**src/rtl/multicycle_control_if.sv**
```systemverilog
// rtl/multicycle_control_if.sv - opcode/handshake inputs and datapath control bundle for the multicycle sequencer
// master = sequencer driving the controls, slave = datapath side.
interface multicycle_control_if;
  logic [5:0] opcode;
  logic       mem_ready;
  logic       PCWrite;
  logic       PCWriteCond;
  logic       IorD;
  logic       MemRead;
  logic       MemWrite;
  logic       IRWrite;
  logic [1:0] MemtoReg;
  logic [1:0] RegDst;
  logic       RegWrite;
  logic       ALUSrcA;
  logic [1:0] ALUSrcB;
  logic [1:0] ALUOp;
  logic [1:0] PCSource;
  logic [3:0] state_o;
  logic       instr_done;
  logic       illegal_op;

  modport master (
    input  opcode, mem_ready,
    output PCWrite, PCWriteCond, IorD, MemRead, MemWrite, IRWrite, MemtoReg,
           RegDst, RegWrite, ALUSrcA, ALUSrcB, ALUOp, PCSource, state_o,
           instr_done, illegal_op
  );

  modport slave (
    output opcode, mem_ready,
    input  PCWrite, PCWriteCond, IorD, MemRead, MemWrite, IRWrite, MemtoReg,
           RegDst, RegWrite, ALUSrcA, ALUSrcB, ALUOp, PCSource, state_o,
           instr_done, illegal_op
  );
endinterface

```
**src/rtl/multicycle_control.sv**
```systemverilog
// rtl/multicycle_control.sv - multicycle MIPS control sequencer (fetch/decode/execute/memory/writeback)
// Outputs decode the state register; only the handshake/decode pulses also look at mem_ready/opcode.
module multicycle_control (
  input logic             clk,
  input logic             reset,
  multicycle_control_if.master bus
);

  typedef enum logic [3:0] {
    S_FETCH  = 4'd0,
    S_DECODE = 4'd1,
    S_MEMADR = 4'd2,
    S_MEMRD  = 4'd3,
    S_MEMWB  = 4'd4,
    S_MEMWR  = 4'd5,
    S_EXEC   = 4'd6,
    S_RWB    = 4'd7,
    S_BRANCH = 4'd8,
    S_ADDIEX = 4'd9,
    S_JUMP   = 4'd10,
    S_JAL    = 4'd11,
    S_ADDIWB = 4'd12
  } state_t;

  localparam logic [5:0] OP_RTYPE = 6'b000000;
  localparam logic [5:0] OP_J     = 6'b000010;
  localparam logic [5:0] OP_JAL   = 6'b000011;
  localparam logic [5:0] OP_BEQ   = 6'b000100;
  localparam logic [5:0] OP_ADDI  = 6'b001000;
  localparam logic [5:0] OP_LB    = 6'b100000;
  localparam logic [5:0] OP_LW    = 6'b100011;
  localparam logic [5:0] OP_SW    = 6'b101011;

  state_t r_state;

  always_ff @(posedge clk) begin
    if (reset) begin
      r_state <= S_FETCH;
    end else begin
      case (r_state)
        S_FETCH:  if (bus.mem_ready) r_state <= S_DECODE;
        S_DECODE: begin
          case (bus.opcode)
            OP_LW, OP_LB, OP_SW: r_state <= S_MEMADR;
            OP_ADDI:             r_state <= S_ADDIEX;
            OP_RTYPE:            r_state <= S_EXEC;
            OP_BEQ:              r_state <= S_BRANCH;
            OP_J:                r_state <= S_JUMP;
            OP_JAL:              r_state <= S_JAL;
            default:             r_state <= S_FETCH;
          endcase
        end
        S_MEMADR: r_state <= (bus.opcode == OP_SW) ? S_MEMWR : S_MEMRD;
        S_MEMRD:  if (bus.mem_ready) r_state <= S_MEMWB;
        S_MEMWR:  if (bus.mem_ready) r_state <= S_FETCH;
        S_EXEC:   r_state <= S_RWB;
        S_ADDIEX: r_state <= S_ADDIWB;
        default:  r_state <= S_FETCH;
      endcase
    end
  end

  always_comb begin
    bus.PCWrite     = 1'b0;
    bus.PCWriteCond = 1'b0;
    bus.IorD        = 1'b0;
    bus.MemRead     = 1'b0;
    bus.MemWrite    = 1'b0;
    bus.IRWrite     = 1'b0;
    bus.MemtoReg    = 2'b00;
    bus.RegDst      = 2'b00;
    bus.RegWrite    = 1'b0;
    bus.ALUSrcA     = 1'b0;
    bus.ALUSrcB     = 2'b00;
    bus.ALUOp       = 2'b00;
    bus.PCSource    = 2'b00;
    bus.state_o     = 4'd0;
    bus.instr_done  = 1'b0;
    bus.illegal_op  = 1'b0;
    // Reset blanks everything so an aborted MEMWR cannot leak a write strobe.
    if (!reset) begin
      bus.state_o = r_state;
      case (r_state)
        S_FETCH: begin
          bus.MemRead = 1'b1;
          bus.ALUSrcB = 2'b01;
          bus.IRWrite = bus.mem_ready;
          bus.PCWrite = bus.mem_ready;
        end
        S_DECODE: begin
          bus.ALUSrcB = 2'b11;
          case (bus.opcode)
            OP_LW, OP_LB, OP_SW, OP_ADDI, OP_RTYPE, OP_BEQ, OP_J, OP_JAL: ;
            default: begin
              bus.illegal_op = 1'b1;
              bus.instr_done = 1'b1;
            end
          endcase
        end
        S_MEMADR, S_ADDIEX: begin
          bus.ALUSrcA = 1'b1;
          bus.ALUSrcB = 2'b10;
        end
        S_MEMRD: begin
          bus.IorD    = 1'b1;
          bus.MemRead = 1'b1;
        end
        S_MEMWB: begin
          bus.MemtoReg   = 2'b01;
          bus.RegWrite   = 1'b1;
          bus.instr_done = 1'b1;
        end
        S_MEMWR: begin
          bus.IorD       = 1'b1;
          bus.MemWrite   = 1'b1;
          bus.instr_done = bus.mem_ready;
        end
        S_EXEC: begin
          bus.ALUSrcA = 1'b1;
          bus.ALUOp   = 2'b10;
        end
        S_RWB: begin
          bus.RegDst     = 2'b01;
          bus.RegWrite   = 1'b1;
          bus.instr_done = 1'b1;
        end
        S_BRANCH: begin
          bus.ALUSrcA     = 1'b1;
          bus.ALUOp       = 2'b01;
          bus.PCWriteCond = 1'b1;
          bus.PCSource    = 2'b01;
          bus.instr_done  = 1'b1;
        end
        S_ADDIWB: begin
          bus.RegWrite   = 1'b1;
          bus.instr_done = 1'b1;
        end
        S_JUMP: begin
          bus.PCWrite    = 1'b1;
          bus.PCSource   = 2'b10;
          bus.instr_done = 1'b1;
        end
        S_JAL: begin
          bus.PCWrite    = 1'b1;
          bus.PCSource   = 2'b10;
          bus.RegDst     = 2'b10;
          bus.MemtoReg   = 2'b10;
          bus.RegWrite   = 1'b1;
          bus.instr_done = 1'b1;
        end
        default: ;
      endcase
    end
  end

endmodule

```
**src/flat_wrapper.sv**
```systemverilog
// flat-port wrapper written by rule: the top's interface ports become plain ports
module multicycle_control_flat 
  (clk, reset, bus_opcode, bus_mem_ready, bus_PCWrite, bus_PCWriteCond, bus_IorD, bus_MemRead, bus_MemWrite, bus_IRWrite, bus_MemtoReg, bus_RegDst, bus_RegWrite, bus_ALUSrcA, bus_ALUSrcB, bus_ALUOp, bus_PCSource, bus_state_o, bus_instr_done, bus_illegal_op);
  multicycle_control_if bus_i ();
  input logic clk;
  input logic reset;
  input wire logic [$bits(bus_i.opcode)-1:0] bus_opcode;
  input wire logic [$bits(bus_i.mem_ready)-1:0] bus_mem_ready;
  output wire logic [$bits(bus_i.PCWrite)-1:0] bus_PCWrite;
  output wire logic [$bits(bus_i.PCWriteCond)-1:0] bus_PCWriteCond;
  output wire logic [$bits(bus_i.IorD)-1:0] bus_IorD;
  output wire logic [$bits(bus_i.MemRead)-1:0] bus_MemRead;
  output wire logic [$bits(bus_i.MemWrite)-1:0] bus_MemWrite;
  output wire logic [$bits(bus_i.IRWrite)-1:0] bus_IRWrite;
  output wire logic [$bits(bus_i.MemtoReg)-1:0] bus_MemtoReg;
  output wire logic [$bits(bus_i.RegDst)-1:0] bus_RegDst;
  output wire logic [$bits(bus_i.RegWrite)-1:0] bus_RegWrite;
  output wire logic [$bits(bus_i.ALUSrcA)-1:0] bus_ALUSrcA;
  output wire logic [$bits(bus_i.ALUSrcB)-1:0] bus_ALUSrcB;
  output wire logic [$bits(bus_i.ALUOp)-1:0] bus_ALUOp;
  output wire logic [$bits(bus_i.PCSource)-1:0] bus_PCSource;
  output wire logic [$bits(bus_i.state_o)-1:0] bus_state_o;
  output wire logic [$bits(bus_i.instr_done)-1:0] bus_instr_done;
  output wire logic [$bits(bus_i.illegal_op)-1:0] bus_illegal_op;
  assign bus_i.opcode = bus_opcode;
  assign bus_i.mem_ready = bus_mem_ready;
  assign bus_PCWrite = bus_i.PCWrite;
  assign bus_PCWriteCond = bus_i.PCWriteCond;
  assign bus_IorD = bus_i.IorD;
  assign bus_MemRead = bus_i.MemRead;
  assign bus_MemWrite = bus_i.MemWrite;
  assign bus_IRWrite = bus_i.IRWrite;
  assign bus_MemtoReg = bus_i.MemtoReg;
  assign bus_RegDst = bus_i.RegDst;
  assign bus_RegWrite = bus_i.RegWrite;
  assign bus_ALUSrcA = bus_i.ALUSrcA;
  assign bus_ALUSrcB = bus_i.ALUSrcB;
  assign bus_ALUOp = bus_i.ALUOp;
  assign bus_PCSource = bus_i.PCSource;
  assign bus_state_o = bus_i.state_o;
  assign bus_instr_done = bus_i.instr_done;
  assign bus_illegal_op = bus_i.illegal_op;
  multicycle_control u_core (.clk(clk), .reset(reset), .bus(bus_i));
endmodule
```
**config.mk**
```make
export PLATFORM = sky130hd
export DESIGN_NAME = multicycle_control_flat
export DESIGN_NICKNAME = d
export VERILOG_FILES = /design/src/rtl/multicycle_control_if.sv /design/src/rtl/multicycle_control.sv /design/src/flat_wrapper.sv
export SDC_FILE = /design/constraint.sdc
export NUM_CORES = 1
export LEC_CHECK = 0
export CORE_UTILIZATION = 44
export CTS_CLUSTER_SIZE = 40
export DETAILED_ROUTE_END_ITERATION = 8
export PLACE_DENSITY_LB_ADDON = 0.12
export SYNTH_ARGS = -nofsm -noshare
export SYNTH_HDL_FRONTEND = slang
export SYNTH_SLANG_ARGS = --single-unit
```
**constraint.sdc**
```tcl
create_clock -name clk -period 3.6 [get_ports clk]
set_input_delay 1.08 -clock clk [delete_from_list [all_inputs] [get_ports clk]]
set_output_delay 1.08 -clock clk [all_outputs]
set_load 0.05 [all_outputs]
```
==> results.json <==
{
  "rows": 14,
  "cts_tree": "done",
  "netlist_top_cells_area": "dfxtp_1 (11%), nand2b_1 (6.2%), nor3_1 (4.9%), nand2_1 (4.8%), nor2_1 (4.8%)",
  "first_global_vias": 867,
  "worst_setup_path_end_kind": "output port",
  "pre_cts_slack_ps": 8.392,
  "worst_ep_arrival_time_ps": 2550,
  "slew_headroom_pct": 49.66,
  "p_sw_share_pct": 42.80,
  "numCtsBuffers": 3,
  "async_flop_share_pct": 0,
  "fin_util_pct": 89.87,
  "nNetsFinal": 146,
  "ys_ff_latch": 4,
  "synth_area_leader_cell": "dfxtp_1",
  "crit_type": "input pin to output port",
  "power_frac_comb_pct": 59.7,
  "cellLeakagePower_nw": 0.5910,
  "hold_violations": 0,
  "top_regs": "u_core.r_state x4",
  "cts-root-buf": "clkbuf_4",
  "synth_edf_count": 0,
  "port_buffers": 32,
  "clk-insertion-delay-late_ps": 240,
  "violations": "negative setup slack",
  "p_int_mw": 0.1632,
  "p_total_mw": 0.2854,
  "maxCapViolCount": 0,
  "synth_top_area_share_pct": 11.27,
  "syn-num-nets": 111,
  "drv_slew": 0,
  "die_w_um": 42.19,
  "power.switching_mw": 0.1221,
  "worst-path-buf-inv": 2,
  "crit_chain": "clkdlybuf4s50_1, nor3_1, o21ai_1, and4b_1, a21o_1, buf_12",
  "antenna_found_initial": 0,
  "drt_iter0_markers": 63,
  "largest_reg_flops": 4,
  "core-area_um2": 1506,
  "yosys_warnings": 0,
  "critical_path.top_delay_family": "buffers and inverters",
  "syn_to_final_growth_pct": 90.49,
  "ir_worst_vdd_uv": 226.0,
  "ys_seq_area_share_pct": 11.27,
  "grt_pass1_wl_um": 4057,
  "max_stage_delay_ps": 470,
  "grt_max_degree": 22,
  "critPathSlowestCell": "clkdlybuf4s50_1",
  "tightest_slew_ps": 754.1,
  "yosysUniqueCellTypes": 43,
  "ctsLongestPathBuffers": 2,
  "critPathLaunchType": "input pin",
  "post-dp-hpwl_um": 1886,
  "io_pins": 33,
  "synthCells": 102,
  "netlist_area_um2": 710.7,
  "clk_pin_slew_ps": 40,
  "period_needed_ps": 3630,
  "detail_route.wl_per_cell_um": 17.25,
  "avgSynthCellArea_um2": 6.967,
  "seqPwrFrac_pct": 20.6,
  "dieHeight_um": 42.19,
  "skew_ps": 3.097,
  "die-area_um2": 1780,
  "power.density_nw_per_um2": 210.8,
  "ys.flop_type": "dfxtp_1",
  "gp_congestion": 0.8743,
  "finalSetupViolations": 1,
  "grtUsageTotal_pct": 29.02,
  "hold_buffers": 0,
  "status": "complete, but fails checks",
  "vias": 934,
  "nFillCells": 62,
  "num_antenna_cells": 0,
  "top_register": "u_core.r_state",
  "routed_wl_um": 2605,
  "fin_crit_sh_pct": 100.8,
  "fmax_ghz": 0.2755,
  "crit_fanout": 4,
  "drcViolationCount": 0,
  "cts.sinks": 4,
  "hold_path_class": "flip-flop to flip-flop",
  "final_antenna_net_count": 0,
  "clkPwrFrac_pct": 19.7,
  "synth_commonest_cells": "nand2_1 (9), nor2_1 (9), nand2b_1 (7), nor3_1 (7)",
  "drive_above_1_share_pct": 34.07,
  "drt_pre_antenna_iters": 4,
  "cp.required_ps": 2520,
  "vias_per_cell": 6.185,
  "ctsHtreeMaxLevel": 1,
  "cts_setup_buffers": 0,
  "gr-total-overflow": 0,
  "finalWorstSetupSlack_ps": -29.87,
  "initial_core_util_pct": 47.18
}
## worst register-to-register path, delay by kind of cell, from the launching register on
family,cells,cell delay [ps]
simple gates,1,150
flops,1,800
compound gates,3,650
## layout by cell type, fill, tap and decap left out, types with 4 or more instances in the layout
master and count:
and3_1 4, buf_4 8, buf_12 24, nor2_1 8
nor3_2 5, clkdlybuf4s50_1 4, nand2b_1 7, nand2_1 9
inv_1 4, dfxtp_1 4, a21oi_1 4, nor2b_1 4
dlymetal6s2s_1 4
## area by class of cell
cell class,instances,area [um^2],area share (%)
Timing Repair Buffer,40,630.6,46.58
Multi-Input combinational cell,84,585.6,43.25
Sequential cell,4,80.08,5.915
Clock buffer,3,22.52,1.664
Tap cell,16,20.02,1.479
Inverter,4,15.01,1.109
## final timing paths
kind                          start                 to  slack [ps]  cells past startpoint
setup / recovery      bus_opcode[5]     bus_instr_done         -30                      6
hold / removal    u_core.r_state[0]  u_core.r_state[0]         770                      2
setup reg to reg  u_core.r_state[3]  u_core.r_state[1]        1850                      4
hold reg to reg   u_core.r_state[0]  u_core.r_state[0]         770                      2
## metal layers
layer	global-route usage (%)	vias up	share of wire, %
met4	16.25	0	1.4
met2	47.38	65	52
met3	5.603	6	7.9
met5	0	-	0
li1	-	440	-
met1	35.26	423	38
## metrics by stage
stage / TNS (ps) / instances / hold WS (ps) / instance area (um^2)
final: -29.87 / 151 / 768.5 / 1354
after floorplan: -127.0 / 102 / 622.1 / 734.5
after global routing: -45.78 / 151 / 805.1 / 1354
after CTS: 0 / 151 / 758.8 / 1331
after global placement: 0 / 148 / 750.4 / 1309
after detailed placement: 0 / 148 / 748.3 / 1309
## kinds of logic (layout without fill, tap and decap cells)
group / count (synthesis) / count (layout) / share of synthesized area (%)
buffers and inverters: 14 / 47 / 11.44
DFF: 4 / 4 / 11.27
muxes: 1 / 1 / 1.409
AOI/OAI and AO/OA: 22 / 22 / 23.24
xor gates and xnor gates: 2 / 2 / 2.465
and+or+nand+nor: 59 / 59 / 50.17
## repair_timing
item,in CTS,in global routing
endpoints found under the hold margin,0,0
setup endpoints to repair,0,2
gates resized for setup,0,7
## power by group through the flow
stage / Combinational, mW / Clock [mW] / Sequential [mW]
global placement: 0.162 / 0 / 0.0586
detailed placement: 0.166 / 0 / 0.0588
CTS: 0.167 / 0.0580 / 0.0582
finish: 0.170 / 0.0562 / 0.0588
global route: 0.176 / 0.0626 / 0.0596
floorplan: 0.0968 / 0 / 0.0500
Power figures use the tool's default switching activity.
